$ cat src/rtl/pe_seq_if.sv
// Operand-in / result-out handshake bundle between an upstream producer, the
// PE sequencer and a downstream result consumer.
interface pe_seq_if #(
   parameter int N = 16
) ();
   logic                 in_valid;
   logic                 in_ready;
   logic [N-1:0][31:0]   in_data;
   logic                 res_valid;
   logic                 res_ready;
   logic [31:0]          res_data;

   modport master (
      output in_valid, in_data, res_ready,
      input  in_ready, res_valid, res_data
   );

   modport slave (
      input  in_valid, in_data, res_ready,
      output in_ready, res_valid, res_data
   );
endinterface

$ cat src/rtl/pe_sequencer.sv
// Sequences one PE dot-product job: load A, load B, N MAC cycles, a short drain,
// then hold the captured result until the downstream handshake completes.
module pe_sequencer #(
   parameter int N         = 16,
   parameter int DRAIN_CYC = 2,
   localparam int PCW      = (N > 1) ? $clog2(N) : 1
) (
   input  logic                clk,
   input  logic                rst_n,
   pe_seq_if.slave             bus,
   output logic [N-1:0][31:0]  datain,
   output logic                write_mat,
   output logic                mat_mux,
   output logic                inc_pc,
   output logic                mac_ctrl,
   output logic                rst_mul,
   output logic [PCW-1:0]      pc_counter,
   input  logic [31:0]         dataout,
   output logic                busy
);

   typedef enum logic [2:0] {
      S_IDLE,
      S_LOAD_B,
      S_MAC,
      S_DRAIN,
      S_DONE
   } state_t;

   state_t          state_q, state_d;
   logic [PCW-1:0]  pc_q, pc_d;
   logic [2:0]      drain_q, drain_d;
   logic            res_valid_q, res_valid_d;
   logic [31:0]     res_data_q, res_data_d;
   logic            in_ready_c;
   logic            xfer;

   // NOTE: registers use non-blocking assignments so every flop samples the
   // pre-edge value of its neighbours; blocking here would create ordering races.
   always_ff @(posedge clk or negedge rst_n) begin
      if (!rst_n) begin
         state_q     <= S_IDLE;
         pc_q        <= '0;
         drain_q     <= '0;
         res_valid_q <= 1'b0;
         res_data_q  <= '0;
      end else begin
         state_q     <= state_d;
         pc_q        <= pc_d;
         drain_q     <= drain_d;
         res_valid_q <= res_valid_d;
         res_data_q  <= res_data_d;
      end
   end

   assign in_ready_c = (state_q == S_IDLE) || (state_q == S_LOAD_B);
   assign xfer       = in_ready_c && bus.in_valid;

   // NOTE: every signal gets its hold value before the case statement, so no
   // path through the block leaves one unassigned and no latch is inferred.
   always_comb begin
      state_d     = state_q;
      pc_d        = pc_q;
      drain_d     = drain_q;
      res_valid_d = res_valid_q;
      res_data_d  = res_data_q;
      case (state_q)
         S_IDLE: begin
            if (xfer) state_d = S_LOAD_B;
         end
         S_LOAD_B: begin
            if (xfer) begin
               state_d = S_MAC;
               pc_d    = '0;
            end
         end
         S_MAC: begin
            // Terminal count is N-1, not the counter's width maximum.
            if (pc_q == PCW'(N - 1)) begin
               pc_d    = '0;
               drain_d = '0;
               state_d = S_DRAIN;
            end else begin
               pc_d = pc_q + 1'b1;
            end
         end
         S_DRAIN: begin
            if (drain_q == 3'(DRAIN_CYC - 1)) begin
               res_data_d  = dataout;
               res_valid_d = 1'b1;
               drain_d     = '0;
               state_d     = S_DONE;
            end else begin
               drain_d = drain_q + 1'b1;
            end
         end
         S_DONE: begin
            if (res_valid_q && bus.res_ready) begin
               res_valid_d = 1'b0;
               state_d     = S_IDLE;
            end
         end
         default: state_d = S_IDLE;
      endcase
   end

   assign bus.in_ready  = in_ready_c;
   assign bus.res_valid = res_valid_q;
   assign bus.res_data  = res_data_q;

   assign datain     = bus.in_data;
   assign write_mat  = xfer;
   assign mat_mux    = (state_q == S_LOAD_B);
   assign rst_mul    = xfer && (state_q == S_IDLE);
   assign inc_pc     = (state_q == S_MAC);
   assign mac_ctrl   = (state_q == S_MAC);
   assign pc_counter = pc_q;
   assign busy       = (state_q != S_IDLE);

endmodule

$ cat src/flat_wrapper.sv
// flat-port wrapper written by rule: the top's interface ports become plain ports
module pe_sequencer_flat 
#(
   parameter int N         = 16,
   parameter int DRAIN_CYC = 2,
   localparam int PCW      = (N > 1) ? $clog2(N) : 1
)
  (clk, rst_n, datain, write_mat, mat_mux, inc_pc, mac_ctrl, rst_mul, pc_counter, dataout, busy, bus_in_valid, bus_in_data, bus_res_ready, bus_in_ready, bus_res_valid, bus_res_data);
  pe_seq_if #(.N(N)) bus_i ();
  input  logic clk;
  input  logic rst_n;
  output logic [N-1:0][31:0] datain;
  output logic write_mat;
  output logic mat_mux;
  output logic inc_pc;
  output logic mac_ctrl;
  output logic rst_mul;
  output logic [PCW-1:0] pc_counter;
  input  logic [31:0] dataout;
  output logic busy;
  input wire logic [$bits(bus_i.in_valid)-1:0] bus_in_valid;
  input wire logic [$bits(bus_i.in_data)-1:0] bus_in_data;
  input wire logic [$bits(bus_i.res_ready)-1:0] bus_res_ready;
  output wire logic [$bits(bus_i.in_ready)-1:0] bus_in_ready;
  output wire logic [$bits(bus_i.res_valid)-1:0] bus_res_valid;
  output wire logic [$bits(bus_i.res_data)-1:0] bus_res_data;
  assign bus_i.in_valid = bus_in_valid;
  assign bus_i.in_data = bus_in_data;
  assign bus_i.res_ready = bus_res_ready;
  assign bus_in_ready = bus_i.in_ready;
  assign bus_res_valid = bus_i.res_valid;
  assign bus_res_data = bus_i.res_data;
  pe_sequencer #(.N(N), .DRAIN_CYC(DRAIN_CYC)) u_core (.clk(clk), .rst_n(rst_n), .bus(bus_i), .datain(datain), .write_mat(write_mat), .mat_mux(mat_mux), .inc_pc(inc_pc), .mac_ctrl(mac_ctrl), .rst_mul(rst_mul), .pc_counter(pc_counter), .dataout(dataout), .busy(busy));
endmodule
$ cat config.mk
export PLATFORM = sky130hd
export DESIGN_NAME = pe_sequencer_flat
export DESIGN_NICKNAME = d
export VERILOG_FILES = /design/src/rtl/pe_seq_if.sv /design/src/rtl/pe_sequencer.sv /design/src/flat_wrapper.sv
export SDC_FILE = /design/constraint.sdc
export NUM_CORES = 1
export LEC_CHECK = 0
export CAP_MARGIN = 20
export CORE_AREA = 2 2 429 431
export CTS_CLUSTER_SIZE = 20
export DETAILED_ROUTE_END_ITERATION = 16
export DIE_AREA = 0 0 431 433
export PLACE_DENSITY = 0.34
export SETUP_SLACK_MARGIN = 0.3
export SLEW_MARGIN = 10
export SYNTH_ARGS = -nofsm -noshare
export SYNTH_HDL_FRONTEND = slang
export SYNTH_SLANG_ARGS = --single-unit
$ cat constraint.sdc
create_clock -name clk -period 1.8 [get_ports clk]
set_input_delay 0.36 -clock clk [delete_from_list [all_inputs] [get_ports clk]]
set_output_delay 0.36 -clock clk [all_outputs]
set_load 0.05 [all_outputs]
==> summary.txt <==
Placement
  • Placed Area: 6071 um^2
  • Hpwl dp: 98640 um
  • GPL Wtd Cong: 0.7470
  • I/O Buffers: 79
  • Cells after DPL: 2596

Synth
  • Mapped Avg Cell Area: 9.021 um^2
  • Post-synthesis cell count: 643
  • Syn. warnings: 0
  • Mapped cell area: 5801 um^2
  • Sequential share of the synthesized area: 18.55%
  • Net Count, Synth: 1192
  • Seq cells post-synth: 43
  • Synth unique cells: 34

STA
  • Setup Skew: 0.007721 ns
  • Fin. Hold Viols: 1
  • Fin crit period: 1.744 ns
  • Setup TNS: 0 ns
  • Unrepaired setup endpoints after global routing: true
  • Tcrit/Tclk final: 96.90%
  • Final setup viols: 0
  • Worst Max-Slew Pin Slew: 0.3212 ns
  • Hold Worst Slack: -0.0008843 ns
  • Rel. slew slack: 78.59%
  • Max Slew Vio Count: 0
  • FMAX: 573.4 MHz

Setup path
  • Worst EP arrival: 1.38 ns
  • Critical R2R Launch: u_core.state_q[2]
  • Crit path kind: reg -> out
  • FF-to-FF End: u_core.bus.res_data[19]
  • R2R Setup Slk: 0.06 ns
  • Crit path from: u_core.state_q[1]
  • Crit Path Max Fanout: 4
  • CP cell instances: or3_4 > buf_12
  • Worst path max stage delay: 0.45 ns
  • CP startpoint kind: flop
  • CP required: 1.44 ns
  • CP endpoint kind: output port
  • R2R cell count: 6
  • CP max stage cell: dfrtp_2

Floorplan
  • Chip height: 433 um
  • Core area: 182100 um^2
  • Die Wd: 431 um
  • Die area: 186600 um^2
  • # IOs: 1104
  • Placement Rows: 157
  • Initial core utilization: 3.185%

CTS
  • CTS tree: done
  • Clk buf depth: 2
  • CTS Buf Count: 5
  • Root buffer cell: clkbuf_16
  • H-tree depth: 2
  • Clk_lat worst skew: 0.31 ns
  • Clock-pin slew on the worst setup and hold paths: 0.08 ns
  • CTS Sinks: 43

Cells and area
  • Layout cells sized above 1: 53.81%
  • Sequential Area: 1081 um^2
  • Nets@finish: 784
  • Finished Layout Cells: 2622
  • Area added between synthesis and finish: 12.49%
  • Multi-input logic area: 855.8 um^2
  • Number of fill cells: 21473
  • Commonest cells after routing, fill and taps aside: dfrtp_1 (39), buf_12 (35), clkdlybuf4s50_1 (34), mux2_4 (29), buf_4 (24)
  • Design area: 6525 um^2
  • Most common cell after layout, fill and taps aside: dfrtp_1

GRT
  • Largest net degree at the start of global routing: 44
  • Total GRT Usage: 10.73%
  • First-pass GRT wire length: 110200 um
  • Gr ovfl total: 0
  • Initial antenna violation count: 9
  • Vias in the first global route: 2658

Routing
  • Total number of vias: 2684
  • Highest Signal Layer: met5
  • Routed len/inst: 39.93 um
  • DRT iter0 DRCs: 156
  • First-pass detailed-route iteration total: 4
  • Post-DRT Antenna Nets: 0
  • Via/cell ratio: 1.024
  • Wl on met1: 15270 um
  • Metal3 WL: 36190 um
  • # DRC: 0
  • Length of routed met2 wiring: 50580 um
  • Routed wire length: 104700 um

Power
  • Max IR drop VDD: 0.6325 mV
  • Leak: 1.713 nW
  • Power per cell area: 1496 nW/um^2

Hold path
  • Hold crit path type: in -> async

Job
  • Max-capacitance violation count: 0

Status
  • Outcome: finished with violations
  • Failing checks: hold timing
critical path, delay by kind of cell (launching register included):
family / cells / cell delay [ns]
simple gates: 1 / 0.43
flops: 1 / 0.45
buf+inv: 1 / 0.17
per-stage QoR:
step,setup WS [ns],power [W],utilization (%)
after global placement,0.04301,0.008347,3.334
after detailed placement,0.04652,0.008317,3.334
after floorplan,-0.09649,0.007905,-
after CTS,0.01534,0.01000,3.523
after global routing,0.001266,0.01034,3.583
final,0.05587,0.009762,3.583
synth_stat cells (all sizes together):
cell / number / area [um^2]
and3: 1 / 6.260
nor2: 2 / 7.510
nand2b: 2 / 12.51
o21ai: 3 / 15.01
a221oi: 1 / 8.760
o32ai: 1 / 8.760
and2b: 2 / 15.01
a21oi: 5 / 25.02
nand3: 3 / 27.53
nor3b: 2 / 26.28
nand2: 2 / 7.510
nand4b: 1 / 8.760
xor2: 2 / 17.52
nand3b: 3 / 22.52
mux2: 33 / 480.5
nor2b: 1 / 6.260
or3: 1 / 6.260
a21o: 2 / 15.01
a22o: 5 / 43.79
buf: 517 / 3890
inv: 2 / 7.510
and2: 2 / 12.51
mux2i: 1 / 10.01
o2bb2ai: 1 / 8.760
dfrtp: 43 / 1076
ha: 1 / 12.51
clkbuf: 3 / 12.51
a21bo: 1 / 10.01
state kept, by name, indices dropped and copies added, names as in the netlist:
| signal | cells |
|---|---|
| u_core.bus.res_data | 32 |
| u_core.pc_counter | 4 |
| u_core.drain_q | 3 |
| u_core.state_q | 3 |
| u_core.bus.res_valid | 1 |
cells by family after synthesis:
| family | Yosys count | share of synthesized area (%) |
|---|---|---|
| buf+inv | 522 | 67.41 |
| flops | 43 | 18.55 |
| mux | 34 | 8.456 |
| simple gates | 22 | 2.740 |
| compound gates | 19 | 2.329 |
| xor+xnor | 2 | 0.3020 |
| fa+ha+maj | 1 | 0.2157 |
cell type report:
class                           instances  area share (%)
Inverter                                2          0.1151
Clock inverter                          2          0.5944
Clock buffer                            6           2.128
Sequential cell                        43           16.57
Antenna cell                            1         0.03835
Tap cell                             2385           45.73
Multi-Input combinational cell         78           13.12
Timing Repair Buffer                  105           21.71
worst max path at each step:
stage / end / slack [ns] / cells after the start
2_1_floorplan: rst_mul / -0.1 / 4
5_1_grt: busy / 0.001 / 2
6_report: busy / 0.06 / 2
4_1_cts: busy / 0.02 / 2
3_3_place_gp: rst_mul / 0.04 / 4
3_5_place_dp: rst_mul / 0.05 / 4
power breakdown:
part	switching, W	internal (W)
clock	0.000525	0.000703
combinational	0.00359	0.00294
sequential	0.000560	0.00144
total	0.00468	0.00508
per-layer routing:
metal	GRT usage, %	vias to the layer above
li1	-	676
met1	4.510	1016
met2	17.85	850
met3	17.75	124
met4	2.220	18
met5	3.201	-
timing repair:
action / CTS / global route
hold buffers: 0 / 0
pin swaps: 2 / 1
buffers inserted: 9 / 5
endpoints found under the setup margin: 39 / 44
cloned: 2 / 1
resized for setup: 15 / 4
Note: power is estimated with default switching activity, not from simulation.
==> RTL edit 1: new RTL, same flow settings <==
Make the reset (`rst_n`) synchronous in one clocked block.
--- a/src/rtl/pe_sequencer.sv
+++ b/src/rtl/pe_sequencer.sv
@@ -38,5 +38,5 @@
    // NOTE: registers use non-blocking assignments so every flop samples the
    // pre-edge value of its neighbours; blocking here would create ordering races.
-   always_ff @(posedge clk or negedge rst_n) begin
+   always_ff @(posedge clk) begin
       if (!rst_n) begin
          state_q     <= S_IDLE;
Check against the original RTL: differs if rst_n is asserted again (counterexample within 4 cycles, from zero or initial values and one cycle with rst_n low); with rst_n held inactive, the same outputs for 4 cycles.
==> RTL edit 1 against the unedited design <==
The flow finishes with violations (setup timing); worst setup slack lost 91 ps; area after synthesis increased by 2.0%; count of clock-buffer cells in the layout unchanged; cell area down 4.0%; sequential cell count stayed put; wire length shrank 11%.
Power is left out: it rests on default switching activity, and per cell area and clock period it moved more than threefold.
==> RTL edit 1: results (changes against the unedited design) <==
[synthesis]
async_reset_ff_share_pct=0  ; -100 points
ys_seq_area_share_pct=14.6  ; -4.0 points
synth-compound-area-share_pct=6.56  ; +4.2 points
syn-num-nets=1276  ; +7.0%
synthXorXnorAreaFrac_pct=0  ; -0.30 points
yosys_most_used_dff=dfxtp_1
synthMuxAreaShare_pct=0.360  ; -8.1 points
synth_adder_area_share_pct=0.212  ; -0.0042 points
netlist_top_cells_area=buf_4, dfxtp_1, nand2_2
yosysUniqueCellTypes=36  ; +5.9%

[place]
dpl.hpwl_um=86500  ; -12%
pre_cts_ws_ps=-90.6  ; -137 ps

[timing]
fin_tns_setup_ps=-35.4  ; -35.4 ps
fin_skew_ps=7.14  ; -0.577 ps
setup_viol=1  ; +1
fin_ws_ps=-35.4  ; -91.3 ps

[outcome]
outcome=finished with violations
violations=setup timing

[grt]
first_global_vias=2758  ; +3.8%
antenna_found_initial=22  ; +13
grt_pass1_wl_um=98300  ; -11%
grtUsageTotal_pct=9.48  ; -1.2 points
grt_max_degree=23  ; -48%

[route]
via_count=3059  ; +14%
wl_um=92800  ; -11%
drt_iter0_markers=228  ; +46%

[layout]
nNetsFinal=862  ; +9.9%
drive_gt1_share_pct=61.8  ; +8.0 points

[cts]
clkLatencyLatePin_ps=340  ; +30 ps

[critical_path]
cp.arrival_ps=1480  ; +100 ps
critical_path.max_fanout=2  ; -2

[hold_path]
hold_class=reg -> reg

RTL edit 1: critical path, stage by stage:
cell and delay [ps]:
clkdlybuf4s50_1 500, and2_4 250, nor2b_4 200, buf_12 140
RTL edit 1: worst paths after layout:
kind | startpoint | end | slack, ps | depth (start not counted)
min | u_core.bus.res_data[28] | u_core.bus.res_data[28] | 460 | 2
max reg2reg | u_core.state_q[1] | u_core.bus.res_data[23] | 190 | 7
max | bus_in_valid | rst_mul | -40 | 4
min reg2reg | u_core.bus.res_data[28] | u_core.bus.res_data[28] | 460 | 2
RTL edit 1: cell families (layout without fill, tap and decap cells):
group                      Yosys count  in the layout
buffers and inverters              529            116
muxes                                2              2
and+or+nand+nor                    103            103
other                                0              2
AOI/OAI and AO/OA                   49             49
DFF                                 43             43
adders and majority gates            1              1
RTL edit 1: per-layer routing:
metal | up-vias | part of all wire [%] | track usage [%]
met1 | 1195 | 14 | 3.89
met3 | 131 | 40 | 18.0
met4 | 4 | 2.4 | 2.73
li1 | 906 | - | -
met2 | 823 | 43 | 14.0
met5 | - | 0.33 | 1.25
RTL edit 1: timing repair:
item                                    in CTS  in global routing
buffers inserted                             4                  4
endpoints found under the setup margin      26                 46
cloned                                       2                  0
hold buffers                                 0                  0
gates resized for setup                      7                  9
pin swaps                                    3                  2
RTL edit 1: layout make-up:
cell class / instances / area, um2
antenna: 2 / 5.00
clock buffer: 6 / 129
clock inverter: 2 / 11.3
fill: 21506 / 176000
inverter: 2 / 7.51
multi-input combinational: 155 / 1090
sequential: 43 / 877
tap: 2385 / 2980
timing repair buffer: 106 / 1150
RTL edit 1: through the flow:
step / hold slack, ps / area [um2] / std cells
after floorplan: 459 / 5950 / 727
after global placement: 450 / 5930 / 2681
after detailed placement: 454 / 5930 / 2681
after CTS: 468 / 6200 / 2695
after global routing: 479 / 6260 / 2699
final: 464 / 6260 / 2701
==> RTL edit 2: new RTL, same settings <==
Made on the original files. `N` is set to 16 in 3 places; all go to 8.
--- a/src/rtl/pe_seq_if.sv
+++ b/src/rtl/pe_seq_if.sv
@@ -2,5 +2,5 @@
 // PE sequencer and a downstream result consumer.
 interface pe_seq_if #(
-   parameter int N = 16
+   parameter int N = 8
 ) ();
    logic                 in_valid;
--- a/src/rtl/pe_sequencer.sv
+++ b/src/rtl/pe_sequencer.sv
@@ -2,5 +2,5 @@
 // then hold the captured result until the downstream handshake completes.
 module pe_sequencer #(
-   parameter int N         = 16,
+   parameter int N         = 8,
    parameter int DRAIN_CYC = 2,
    localparam int PCW      = (N > 1) ? $clog2(N) : 1
--- a/src/flat_wrapper.sv
+++ b/src/flat_wrapper.sv
@@ -2,5 +2,5 @@
 module pe_sequencer_flat 
 #(
-   parameter int N         = 16,
+   parameter int N         = 8,
    parameter int DRAIN_CYC = 2,
    localparam int PCW      = (N > 1) ? $clog2(N) : 1
Interface: changed (resized bus_in_data, datain and pc_counter); port bits go from 1104 to 591. The function was not compared with the original's and may differ.
==> RTL edit 2 against the unedited design <==
The flow finishes with violations (setup timing); area after synthesis down 34%; sequential cell count decreased by 1; highest routed layer unchanged; maximum frequency shrank 3.7%; die area did not move; largest power group unchanged; core utilization is 0.21 points lower; worst setup slack worse by 68 ps; wire length shrank 86%; cell area decreased by 5.8%; clock skew is 20 ps higher; power fell by 17%; critical path depth increased by 1; sequential power is 11% lower; via count is 31% lower.
==> RTL edit 2: results (changes against the unedited design) <==
[route]
wl_met3_um=3080  ; -92%
drt_iter0_markers=64  ; -59%
viasPerCell=0.702  ; -31%
top_layer_used=met5
via_count=1844  ; -31%
wl_met2_um=6680  ; -87%
firstDrtPassIters=3  ; -1
wl_met1_um=4070  ; -73%
wl_per_cell_um=5.52  ; -86%

[synthesis]
synth-compound-area-share_pct=2.66  ; +0.33 points
syn-num-nets=685  ; -43%
yosysUniqueCellTypes=31  ; -8.8%
synthMuxAreaShare_pct=12.4  ; +3.9 points
synth_warnings=0  ; unchanged
ys_top_cells_by_count=buf_4, dfrtp_1, mux2_4, nor2_1, o21ai_0
postSynthCellCount=391  ; -39%
synthXorXnorAreaFrac_pct=0.227  ; -0.075 points
netlist_top_cells_area=buf_4, dfrtp_1, mux2_4
synth_adder_area_share_pct=0.649  ; +0.43 points
ys_seq_area_share_pct=27.3  ; +8.7 points

[cts]
postCtsHoldBufs=1  ; +1
htree_levels=2  ; unchanged
post_cts_buffers=9  ; unchanged
ctsResizeCount=10  ; -5
clkLatencyLatePin_ps=350  ; +40 ps
cts_buffer_depth=2  ; unchanged

[grt]
antenna_found_initial=0  ; -9
grt_max_degree=43  ; -2.3%
first_global_vias=1926  ; -28%
grtUsageTotal_pct=1.52  ; -9.2 points
grt_pass1_wl_um=18000  ; -84%

[critical_path]
cp.arrival_ps=1450  ; +70 ps
worstRegToRegCells=6  ; unchanged
critical_path.max_fanout=4  ; unchanged

[place]
pre_cts_ws_ps=95.4  ; +48.8 ps
placedCellCount=2602  ; +0.23%
post_dp_cell_area_um2=5780  ; -4.7%
dpl.hpwl_um=11500  ; -88%
globalplace.congestion=0.578  ; -23%
io_buffers=78  ; -1.3%

[timing]
setup_viol=1  ; +1
fin_ws_ps=-12.0  ; -67.9 ps
fin_skew_ps=28.1  ; +20.4 ps
fin_tns_setup_ps=-12.0  ; -12.0 ps
max_slew_margin_pct=78.5  ; about the same

[layout]
nNetsFinal=533  ; -32%
fillers=21488  ; +0.070%
fin_util_pct=3.38  ; -0.21 points
drive_gt1_share_pct=54.2  ; +0.35 points
largest_reg_flops=32  ; unchanged

[pwr]
ir_drop_uv=406  ; -36%
p_leak_nw=1.54  ; -10%

[outcome]
outcome=finished with violations
violations=setup timing

[hold_path]
hold_class=reg -> reg

-- RTL edit 2: cell types whose count changed in the layout (fill, tap and decap cells not counted), sizes merged, moves of 2 or more --
cell	before	now
o21ai	3	7
xor2	2	0
clkbuf	7	5
a21o	2	0
nor2	2	9
inv	3	5
nand2	2	6
nor3b	2	0
a22o	5	0
-- RTL edit 2: area by class of cell --
type	count	share of cell area, %
Sequential cell	42	17.2
Timing Repair Buffer	105	17.5
Antenna cell	1	0.0407
Multi-Input combinational cell	82	14.0
Clock buffer	5	2.04
Clock inverter	3	0.468
Inverter	3	0.183
Tap cell	2385	48.6
-- RTL edit 2: power breakdown --
group / switching, W / leakage, nW / internal (W)
clock: 0.000601 / 0.0763 / 0.000538
sequential: 0.000357 / 0.492 / 0.00142
combinational: 0.00294 / 0.972 / 0.00226
-- RTL edit 2: metal layers --
layer	GRT usage (%)	up-vias
met5	0.442	-
met4	1.34	4
met1	1.19	886
met2	2.03	240
li1	-	684
met3	1.63	30
-- RTL edit 2: path summary, 6_finish.rpt --
kind | end | slack [ps]
max reg2reg | u_core.bus.res_data[29] | 100
min reg2reg | u_core.bus.res_data[18] | 520
max | rst_mul | -10
max in group asynchronous | u_core.bus.res_data[18] | 970
min | u_core.bus.res_data[18] | 520
min in group asynchronous | u_core.bus.res_data[0] | 530
-- RTL edit 2: cells by family (layout without fill, tap and decap cells) --
kind of cell	count (synthesis)	count (layout)
buffers and inverters	267	116
AND/OR/NAND/NOR	29	29
multiplexers	33	33
AO/OA/AOI/OAI	17	17
other	0	1
XOR/XNOR	1	1
adder cells (fa/ha/maj)	2	2
flip-flops	42	42
-- RTL edit 2: critical path, stage by stage, from the launching register on --
cell	delay (ps)
dfrtp_2	430
or3_4	430
nor2_4	120
buf_12	140
